<file path="config.mk">
export PLATFORM = sky130hd
export DESIGN_NAME = mem_access_unit
export DESIGN_NICKNAME = d
export VERILOG_FILES = /design/src/rtl/mem_access_unit.sv
export SDC_FILE = /design/constraint.sdc
export NUM_CORES = 1
export LEC_CHECK = 0
export ABC_AREA = 1
export CAP_MARGIN = 0
export CORE_ASPECT_RATIO = 1.75
export CORE_MARGIN = 1
export CORE_UTILIZATION = 50
export DETAILED_ROUTE_END_ITERATION = 7
export DONT_BUFFER_PORTS = 1
export PLACE_DENSITY = 0.74
export SLEW_MARGIN = 40
export SYNTH_ARGS = -nofsm -noshare
export SYNTH_HDL_FRONTEND = slang
export SYNTH_SLANG_ARGS = --single-unit
</file>
<file path="constraint.sdc">
create_clock -name clk -period 1.7 [get_ports clk]
set_clock_uncertainty 0.1 [all_clocks]
set_input_delay 0.34 -clock clk [delete_from_list [all_inputs] [get_ports clk]]
set_output_delay 0.34 -clock clk [all_outputs]
set_load 0.1 [all_outputs]
</file>
<file path="src/rtl/mem_access_unit.sv">
// mem_access_unit: MEM-stage load/store engine; big-endian byte/half/word to aligned word accesses, sub-word stores as RMW.
// Latency (MIN_WAIT=2, memStall low, accept = cycle 0): rsp_valid in cycle 4 (load), 5 (word store), 7 (sub-word store).
// Backpressure: req_ready only in IDLE; memStall stretches each phase; STALL_TIMEOUT cycles in one phase aborts with rsp_err.
//
// Ports:
//   clk, rst_n                    clock, asynchronous active-low reset
//   req_valid/req_ready           request handshake; req_write, req_size, req_signed, req_addr, req_wdata latched on accept
//   rsp_valid/rsp_rdata/rsp_err   one-cycle completion pulse with load data (0 for stores) and error flag
//   memAdd/memInData/memWrite/memRead/memOutData/memStall   word-wide memory port
// Optional feature: define MEM_ACCESS_MISALIGN_TRAP_EN to trap misaligned half/word accesses with rsp_err.
module mem_access_unit #(
  parameter int MIN_WAIT      = 2,
  parameter int STALL_TIMEOUT = 64
) (
  input  logic        clk,
  input  logic        rst_n,
  input  logic        req_valid,
  output logic        req_ready,
  input  logic        req_write,
  input  logic [1:0]  req_size,
  input  logic        req_signed,
  input  logic [31:0] req_addr,
  input  logic [31:0] req_wdata,
  output logic        rsp_valid,
  output logic [31:0] rsp_rdata,
  output logic        rsp_err,
  output logic [31:0] memAdd,
  output logic [31:0] memInData,
  output logic        memWrite,
  output logic        memRead,
  input  logic [31:0] memOutData,
  input  logic        memStall
);

  typedef enum logic [2:0] {IDLE, RD, RD_DONE, WR_SETUP, WR, WR_HOLD, RESP} state_t;

  localparam logic [15:0] MinEnd     = 16'(MIN_WAIT - 1);
  localparam logic [15:0] TimeoutEnd = 16'(STALL_TIMEOUT - 1);

  state_t      state, nextState;
  logic [15:0] cnt;
  logic        isWrite, isSigned, errReg;
  logic [1:0]  sizeReg;
  logic [31:0] addrReg, wordReg, rdataReg;
  logic        inPhase, phaseEnd, phaseAbort;
  logic        driveAddr, driveData;

  // Pick the addressed lane of a big-endian word and extend it.
  function automatic logic [31:0] loadExtract(input logic [31:0] w, input logic [1:0] sz,
                                              input logic [1:0] off, input logic sgn);
    logic [7:0]  b;
    logic [15:0] h;
    logic [31:0] r;
    case (off)
      2'd0:    b = w[31:24];
      2'd1:    b = w[23:16];
      2'd2:    b = w[15:8];
      default: b = w[7:0];
    endcase
    h = off[1] ? w[15:0] : w[31:16];
    case (sz)
      2'b00:   r = {{24{sgn & b[7]}}, b};
      2'b01:   r = {{16{sgn & h[15]}}, h};
      default: r = w;
    endcase
    return r;
  endfunction

  // Overlay right-justified store data onto the addressed lane of the old word.
  function automatic logic [31:0] storeMerge(input logic [31:0] w, input logic [31:0] d,
                                             input logic [1:0] sz, input logic [1:0] off);
    logic [31:0] r;
    r = w;
    case (sz)
      2'b00: begin
        case (off)
          2'd0:    r[31:24] = d[7:0];
          2'd1:    r[23:16] = d[7:0];
          2'd2:    r[15:8]  = d[7:0];
          default: r[7:0]   = d[7:0];
        endcase
      end
      2'b01: begin
        if (off[1]) r[15:0] = d[15:0];
        else        r[31:16] = d[15:0];
      end
      default: r = d;
    endcase
    return r;
  endfunction

  assign inPhase    = (state == RD) || (state == WR);
  assign phaseEnd   = inPhase && (cnt >= MinEnd) && !memStall;
  assign phaseAbort = inPhase && memStall && (cnt >= TimeoutEnd);

`ifdef MEM_ACCESS_MISALIGN_TRAP_EN
  logic misaligned;
  assign misaligned = ((req_size == 2'b01) && req_addr[0]) ||
                      (req_size[1] && (req_addr[1:0] != 2'b00));
`endif

  always_comb begin
    nextState = state;
    case (state)
      IDLE: begin
        if (req_valid) begin
`ifdef MEM_ACCESS_MISALIGN_TRAP_EN
          if (misaligned) nextState = RESP;
          else
`endif
          if (req_write && req_size[1]) nextState = WR_SETUP;
          else                          nextState = RD;
        end
      end
      RD: begin
        if (phaseEnd)        nextState = RD_DONE;
        else if (phaseAbort) nextState = RESP;
      end
      // For an RMW store the merged word is already registered here, so this
      // cycle doubles as the write setup cycle (address/data stable, no strobe).
      RD_DONE:  nextState = isWrite ? WR : RESP;
      WR_SETUP: nextState = WR;
      WR: begin
        if (phaseEnd)        nextState = WR_HOLD;
        else if (phaseAbort) nextState = RESP;
      end
      WR_HOLD:  nextState = RESP;
      RESP:     nextState = IDLE;
      default:  nextState = IDLE;
    endcase
  end

  assign driveAddr = (state == RD) || (state == RD_DONE) || (state == WR_SETUP) ||
                     (state == WR) || (state == WR_HOLD);
  assign driveData = (state == WR_SETUP) || (state == WR) || (state == WR_HOLD) ||
                     ((state == RD_DONE) && isWrite);

  assign req_ready = (state == IDLE);
  assign memRead   = (state == RD);
  assign memWrite  = (state == WR);
  assign memAdd    = driveAddr ? {addrReg[31:2], 2'b00} : 32'h0;
  assign memInData = driveData ? wordReg : 32'h0;
  assign rsp_valid = (state == RESP);
  assign rsp_rdata = (state == RESP) ? rdataReg : 32'h0;
  assign rsp_err   = (state == RESP) && errReg;

  always_ff @(posedge clk or negedge rst_n) begin
    if (!rst_n) begin
      state    <= IDLE;
      cnt      <= '0;
      isWrite  <= 1'b0;
      isSigned <= 1'b0;
      sizeReg  <= 2'b00;
      addrReg  <= '0;
      wordReg  <= '0;
      rdataReg <= '0;
      errReg   <= 1'b0;
    end else begin
      state <= nextState;
      if ((state == IDLE) && req_valid) begin
        isWrite  <= req_write;
        isSigned <= req_signed;
        sizeReg  <= req_size;
        addrReg  <= req_addr;
        wordReg  <= req_wdata;
        rdataReg <= '0;
        cnt      <= '0;
`ifdef MEM_ACCESS_MISALIGN_TRAP_EN
        errReg   <= misaligned;
`else
        errReg   <= 1'b0;
`endif
      end
      if (inPhase) begin
        if (phaseEnd || phaseAbort) cnt <= '0;
        else                        cnt <= cnt + 16'd1;
      end
      if ((state == RD) && phaseEnd) begin
        if (isWrite) wordReg  <= storeMerge(memOutData, wordReg, sizeReg, addrReg[1:0]);
        else         rdataReg <= loadExtract(memOutData, sizeReg, addrReg[1:0], isSigned);
      end
      if (phaseAbort) errReg <= 1'b1;
    end
  end

endmodule

</file>
==> results of run 1 <==
-- how the worst min path moves through the flow --
stage	to	from	cells past startpoint	slack, ns
6_report	rdataReg[3]$_DFF_PN0_	rst_n	0	-0.50
5_1_grt	rdataReg[2]$_DFF_PN0_	rst_n	0	-0.50
3_3_place_gp	rdataReg[2]$_DFF_PN0_	rst_n	0	-0.05
4_1_cts	cnt[5]$_DFFE_PN0P_	rst_n	0	-0.50
3_5_place_dp	rdataReg[3]$_DFF_PN0_	rst_n	0	-0.05
2_1_floorplan	addrReg[0]$_DFFE_PN0P_	rst_n	0	-0.06
-- cell usage after synthesis, types with 2 or more instances --
cell      number
a21oi_1       19
a22oi_1        7
buf_1          5
buf_2         21
buf_4          4
buf_6          5
clkbuf_1      26
dfrtp_1      120
ha_1           3
inv_1        152
inv_2          7
nand2_1      440
nand2_2        3
nand3_1       77
nor2_1       133
nor2_2         6
nor2_4         2
nor3_1         5
o211ai_1       4
o21ai_0      116
o21ai_1        9
o22ai_1        3
xnor2_1        2
xor2_1         2
-- metrics by stage --
stage | instance area (µm²) | utilization | hold WS [ns]
final | 12700 | 0.854 | -0.496
after global routing | 12700 | 0.854 | -0.501
after CTS | 12600 | 0.847 | -0.496
after detailed placement | 11000 | 0.744 | -0.0539
after global placement | 11000 | 0.744 | -0.0528
after floorplan | 8430 | - | -0.0556
-- logic make-up after synthesis --
group	count (synthesis)	synth area share
AOI/OAI and AO/OA	163	0.115
DFF	120	0.398
adders and majority gates	3	0.00497
and+or+nand+nor	672	0.357
xor gates and xnor gates	4	0.00464
other	1	0.000497
buffers and inverters	220	0.120
-- cell type report --
type / count / area share
clock buffer: 19 / 0.0349
clock inverter: 13 / 0.0172
inverter: 159 / 0.0496
multi-input combinational: 844 / 0.351
sequential: 120 / 0.237
tap: 183 / 0.0181
timing repair buffer: 243 / 0.292
-- critical path, stage by stage, from the launching register on --
cell and delay, ns:
dfrtp_1 0.40, inv_2 0.11, buf_12 0.12, buf_6 0.10, buf_6 0.09, o21ai_4 0.06, buf_12 0.14, buf_12 0.15
nor2_4 0.21, buf_12 0.24
-- layout by cell type, fill, tap and decap left out, drive strengths merged --
cell type	netlist	layout
o211ai	4	4
o22ai	3	3
clkinv	0	5
a21oi	20	20
a31oi	1	1
nor2	141	141
dlygate4sd3	0	34
dfrtp	120	120
xnor2	2	2
inv	159	157
a22oi	7	7
clkbuf	26	21
nor3	5	5
bufinv	0	5
o31ai	1	1
bufbuf	0	1
xor2	2	2
or2	1	1
conb	1	2
o21ai	125	125
nand3	79	79
ha	3	3
a21boi	1	1
o21a	1	1
nand4	1	1
and2	1	1
nand2	444	444
buf	35	206
clkinvlp	0	5
-- what timing repair did --
item	in CTS	in global routing
resized for setup	45	19
endpoints found under the hold margin	154	120
pin swaps	13	5
cloned	6	2
buffers inserted	18	2
endpoints found under the setup margin	198	212
-- registers in the layout (all words and copies together), names as in the netlist --
register and flops:
addrReg 32, cnt 16, errReg 1, isSigned 1
isWrite 1, rdataReg 32, sizeReg 2, state 3
wordReg 32
-- layer usage --
layer / vias to the layer above / global-route usage / wire, µm
li1: 4048 / - / -
met5: - / 0 / 0
met1: 4174 / 0.369 / 9290
met3: 198 / 0.100 / 2790
met2: 609 / 0.724 / 16500
met4: 0 / 0.348 / 3020
==> results.md, run 1 <==
- Status: finished with violations
- Failing checks: hold timing, setup timing
- Cells after Synth: 1,183
- Critical Path Start: state[2]$_DFFE_PN0P_
- GR Util All Layers: 0.404
- Warnings from Yosys: 0
- Worst setup EP type: primary output
- Register Area: 0.00301 mm²
- Syn Area/Cell: 6.38 µm²
- Main flop type after synthesis: dfrtp_1
- Number of flops mapped to enable cells by yosys: 0
- WS Path Type: reg2out
- Max-cap violation count: 0
- Site Rows: 59
- Initial DRC Count: 872
- Synthesized cell area: 0.00755 mm²
- Horiz. Die Dim: 94.9 µm
- Pre-CTS setup slack: -0.285 ns
- Vias: 9,029
- Initial antenna violation count: 0
- Critical Path RT: 1.26 ns
- # fillers: 760
- DR vias/cell: 5.71
- Skew-Pair Late Insertion Delay: 0.43 ns
- Nets: 1,492
- Setup crit end: memAdd[21]
- Yosys top cell area share: 0.398
- Asr flop ratio synth: 1.00
- Fin cells: 1,581
- Worst reg2reg path endpoint: wordReg[22]$_DFFE_PN0P_
- Hold Slack: -0.496 ns
- Largest net degree at the start of global routing: 121
- Number of port buffers: 0
- Worst-path clk slew: 0.06 ns
- Hold Path Class: in2async
- Layout cells sized above 1: 0.273
- Worst reg2reg path depth: 14
- Flop-to-flop setup slack: -0.54 ns
- Worst-margin pin slew: 0.699 ns
- Final worst path period share: 1.47
- DR WL/cell: 20.0 µm
- Fmax: 399 MHz
- Max-slew violations: 0
- DRT Pass-1 Iters: 7
- Detailed Place HPWL: 19,200 µm
- Slew headroom: 0.529
- Hold violation count in the final report: 120
- Reg-to-Reg Start: cnt[1]$_DFFE_PN0P_
- CTS Sinks: 120
- Core Area: 0.0148 mm²
- Setup tns final: -92.93 ns
- Area leader, netlist: dfrtp_1
- Number of global-route vias before repair: 9,012
- #FFs+latches synth: 120
- Longest Clk Path Bufs: 2
- Area contributors post-synth: dfrtp_1 (40%), nand2_1 (22%), o21ai_0 (7.7%)
- Die Height: 165 µm
- Synth-to-Final Area Change: 67.9%
- Inst Count DP: 1,489
- Final WS setup: -0.805 ns
- IO Pins: 205
- Antenna cell count: 0
- Seq/Total Area, Yosys: 0.398
- Startpoint type of the worst setup path: flop
- Area of the multi-input gates: 0.00445 mm²
- RSZ-0062 raised after global routing: true
- H-Tree Level Count: 4
- First-pass GRT wire length: 46,400 µm
- Hold buffer count at cts: 34
- TritonCTS clock tree: done
- Endpoints failing setup: 184
- Crit path arrival time: 2.07 ns
- Num CTS Buffers: 17
- Post-DRT Antenna Nets: 0
- Max FO, Critical Path: 8
- Synth cell types: 36
- Final GP Congestion: 1.00
- Total Wirelength: 31,600 µm
- Die area: 0.0156 mm²
- Remaining global-route overflow: 0
- Fin crit period: 2.51 ns
- Residual DRC: 0
- Initial core utilization: 0.509
- Root Driver: clkbuf_16
Power of run 1 is not shown: default switching activity piles up to over one toggle a cycle in this logic, so the estimate is an artifact.
==> run 2, diff against run 1 <==
==> constraint.sdc (replaced) <==
create_clock -name clk -period 1.7 [get_ports clk]
set_clock_uncertainty 0.1 [all_clocks]
set_input_delay 0.17 -clock clk [delete_from_list [all_inputs] [get_ports clk]]
set_output_delay 0.17 -clock clk [all_outputs]
set_load 0.1 [all_outputs]
==> run 2 against run 1 <==
The flow now stops in global routing. Synthesized cell count did not move. Area after synthesis did not move.
==> results.md, run 2 <==
- Number of flops mapped to enable cells by yosys: 0
- First-pass GRT wire length: 70,200 µm
- Seq/Total Area, Yosys: 0.398
- Log Error: [ERROR GRT-0116] Global routing finished with congestion. Check the congestion regions in the DRC Viewer.
- Post-synth top cells: nand2_1 (440), inv_1 (152), nor2_1 (133)
- Detailed Place HPWL: 20,200 µm
- Yosys top cell area share: 0.398
- GR Util All Layers: 0.612
- Syn Area/Cell: 6.38 µm²
- Warnings from Yosys: 0
- Num CTS Buffers: 17
- Largest net degree at the start of global routing: 121
- Status: stopped before the end
- Horiz. Die Dim: 94.9 µm
- Remaining global-route overflow: 2
- Area leader, netlist: dfrtp_1
- Number of port buffers: 0
- Number of global-route vias before repair: 12,100
- Top-count cell post-synth: nand2_1
- Die Height: 165 µm
- Final GP Congestion: 0.980
- Asr flop ratio synth: 1.00
- Area contributors post-synth: dfrtp_1 (40%), nand2_1 (22%), o21ai_0 (7.7%)
- Failing step: global routing
- Synth cell types: 36
- H-Tree Level Count: 4
- CTS Sinks: 120
- Initial core utilization: 0.509
- IO Pins: 205
- Site Rows: 59
- Synthesized cell area: 0.00755 mm²
- Cells after Synth: 1,183
- #FFs+latches synth: 120
- Main flop type after synthesis: dfrtp_1
- Root Driver: clkbuf_16
- Longest Clk Path Bufs: 2
## run 2: cell counts after synthesis
No cell type changed its count.
## run 2: kinds of logic after synthesis
kind of cell,after synthesis,share of synthesized area
AOI/OAI and AO/OA,163,0.115
xor gates and xnor gates,4,0.00464
adders and majority gates,3,0.00497
buffers and inverters,220,0.120
DFF,120,0.398
other,1,0.000497
and+or+nand+nor,672,0.357
## run 2: metal layers
layer,GRT usage,overflow
met1,0.609,0
met4,0.589,0
met2,0.851,2
met3,0.367,0
met5,0.0556,0
## run 2: through the flow
stage	hold slack, ns	cells	cell area [µm²]	util	setup WS [ns]
4_1_cts	-0.671	1670	13600	0.913	-0.618
3_5_place_dp	-0.223	1496	11100	0.747	-0.278
3_3_place_gp	-0.221	1496	11100	0.747	-0.230
2_1_floorplan	-0.226	1184	8420	-	-0.834
## run 2: what timing repair did
item,4_1_cts
hold buffers,98
buffers inserted,32
cloned,14
hold endpoints to repair,219
pin swaps,20
resized for setup,79
endpoints found under the setup margin,203
==> run 3, diff against run 2 <==
--- a/config.mk
+++ b/config.mk
@@ -7,12 +7,11 @@
 export LEC_CHECK = 0
 export ABC_AREA = 1
 export CAP_MARGIN = 0
-export CORE_ASPECT_RATIO = 1.75
 export CORE_MARGIN = 1
-export CORE_UTILIZATION = 50
+export CORE_UTILIZATION = 35
 export DETAILED_ROUTE_END_ITERATION = 7
 export DONT_BUFFER_PORTS = 1
-export PLACE_DENSITY = 0.74
+export PLACE_DENSITY_LB_ADDON = 0.15
 export SLEW_MARGIN = 40
 export SYNTH_ARGS = -nofsm -noshare
 export SYNTH_HDL_FRONTEND = slang
==> constraint.sdc (replaced) <==
create_clock -name clk -period 2.2 [get_ports clk]
set_clock_uncertainty 0.1 [all_clocks]
set_input_delay 0.22 -clock clk [delete_from_list [all_inputs] [get_ports clk]]
set_output_delay 0.22 -clock clk [all_outputs]
set_load 0.1 [all_outputs]
==> run 3 against run 2 <==
The flow now finishes, with violations (hold timing, setup timing).
==> results.md, run 3 (same netlist as run 1, synthesis figures left out) <==
- RSZ-0062 raised after global routing: true
- Max FO, Critical Path: 8
- Remaining global-route overflow: 0
- Horiz. Die Dim: 149 µm
- Failing checks: hold timing, setup timing
- Hold buffer count at cts: 78
- GR Util All Layers: 0.253
- CTS Sinks: 120
- Initial antenna violation count: 0
- TritonCTS clock tree: done
- Startpoint type of the worst setup path: flop
- Nets: 1,483
- Final GP Congestion: 0.890
- Hold Slack: -0.603 ns
- Most frequent cells in the layout: nand2_1 (439), inv_1 (147), dfrtp_1 (117)
- Max-slew violations: 0
- Worst-path clk slew: 0.06 ns
- WS Path Type: reg2out
- Synth-to-Final Area Change: 62.0%
- Die area: 0.0222 mm²
- Residual DRC: 0
- Longest Clk Path Bufs: 2
- Core Area: 0.0211 mm²
- Antenna cell count: 0
- Vias: 8,179
- Initial DRC Count: 636
- Skew-Pair Late Insertion Delay: 0.42 ns
- Initial core utilization: 0.358
- DR vias/cell: 4.92
- Worst setup EP type: primary output
- Post-DRT Antenna Nets: 0
- Final WS setup: -0.118 ns
- Worst-margin pin slew: 0.544 ns
- Root Driver: clkbuf_16
- DRT Pass-1 Iters: 6
- First-pass GRT wire length: 43,100 µm
- Crit path arrival time: 2.00 ns
- Max-cap violation count: 0
- Fin crit period: 2.32 ns
- Fmax: 431 MHz
- Site Rows: 53
- Slew headroom: 0.636
- Die Height: 149 µm
- Flop-to-flop setup slack: 0.05 ns
- Hold Path Class: in2async
- Commonest non-fill, non-tap cell in the layout: nand2_1
- Largest registers: addrReg: 32 flops, rdataReg: 32 flops, wordReg: 32 flops
- Detailed Place HPWL: 18,200 µm
- Number of port buffers: 0
- Largest net degree at the start of global routing: 121
- Num CTS Buffers: 17
- Number of global-route vias before repair: 7,798
- Hold violation count in the final report: 120
- IO Pins: 205
- Pre-CTS setup slack: 0.176 ns
- Critical Path RT: 1.88 ns
- Layout cells sized above 1: 0.229
- Final worst path period share: 1.05
- Total Wirelength: 26,900 µm
- DR WL/cell: 16.2 µm
- H-Tree Level Count: 4
- Endpoints failing setup: 44
- Status: finished with violations
[run 3: final timing paths]
kind | startpoint | cells past startpoint | endpoint
worst max-delay path | state[1]$_DFFE_PN0P_ | 9 | memInData[18]
worst min-delay path | rst_n | 0 | cnt[7]$_DFFE_PN0P_
worst max register to register | state[1]$_DFFE_PN0P_ | 9 | rdataReg[1]$_DFF_PN0_
worst min register to register | cnt[7]$_DFFE_PN0P_ | 2 | cnt[7]$_DFFE_PN0P_
max in group asynchronous | rst_n | 0 | rdataReg[6]$_DFF_PN0_
min in group clk | memOutData[10] | 4 | rdataReg[10]$_DFF_PN0_
[run 3: area by class of cell]
type	count	area, µm²
Fill cell	1935	8860
Tap cell	275	344
Multi-Input combinational cell	844	4270
Clock inverter	12	173
Timing Repair Buffer	234	3370
Clock buffer	20	457
Inverter	159	612
Sequential cell	120	3010
[run 3: metal layers]
metal	vias up	wire length, µm	GRT usage	part of all wire
met4	0	577	0.0796	0.021
met5	-	0	0	0
met2	308	12400	0.388	0.46
li1	4026	-	-	-
met1	3807	11600	0.348	0.43
met3	38	2330	0.0645	0.087
[run 3: metrics by stage]
stage | instance area (µm²) | cells | setup TNS [ns] | utilization
3_3_place_gp | 10300 | 1529 | 0 | 0.491
5_1_grt | 12200 | 1664 | -9.60 | 0.580
6_report | 12200 | 1664 | -3.51 | 0.580
3_5_place_dp | 10300 | 1529 | 0 | 0.491
2_1_floorplan | 8190 | 1184 | -22.48 | -
4_1_cts | 12200 | 1659 | -5.35 | 0.577
[run 3: repair_timing]
item,4_1_cts,5_1_grt
resized for setup,32,11
pin swaps,5,6
setup endpoints to repair,93,156
cloned,6,0
buffers inserted,15,7
endpoints found under the hold margin,201,120
[run 3: worst max-delay path: stages (launching register included)]
cell	delay, ns
dfrtp_2	0.41
nor2_4	0.05
nand2_2	0.09
clkinvlp_4	0.09
or2_4	0.24
nor2_4	0.16
buf_12	0.16
buf_16	0.15
nor2_4	0.05
buf_12	0.16
Power of run 3 is left out for the same reason.
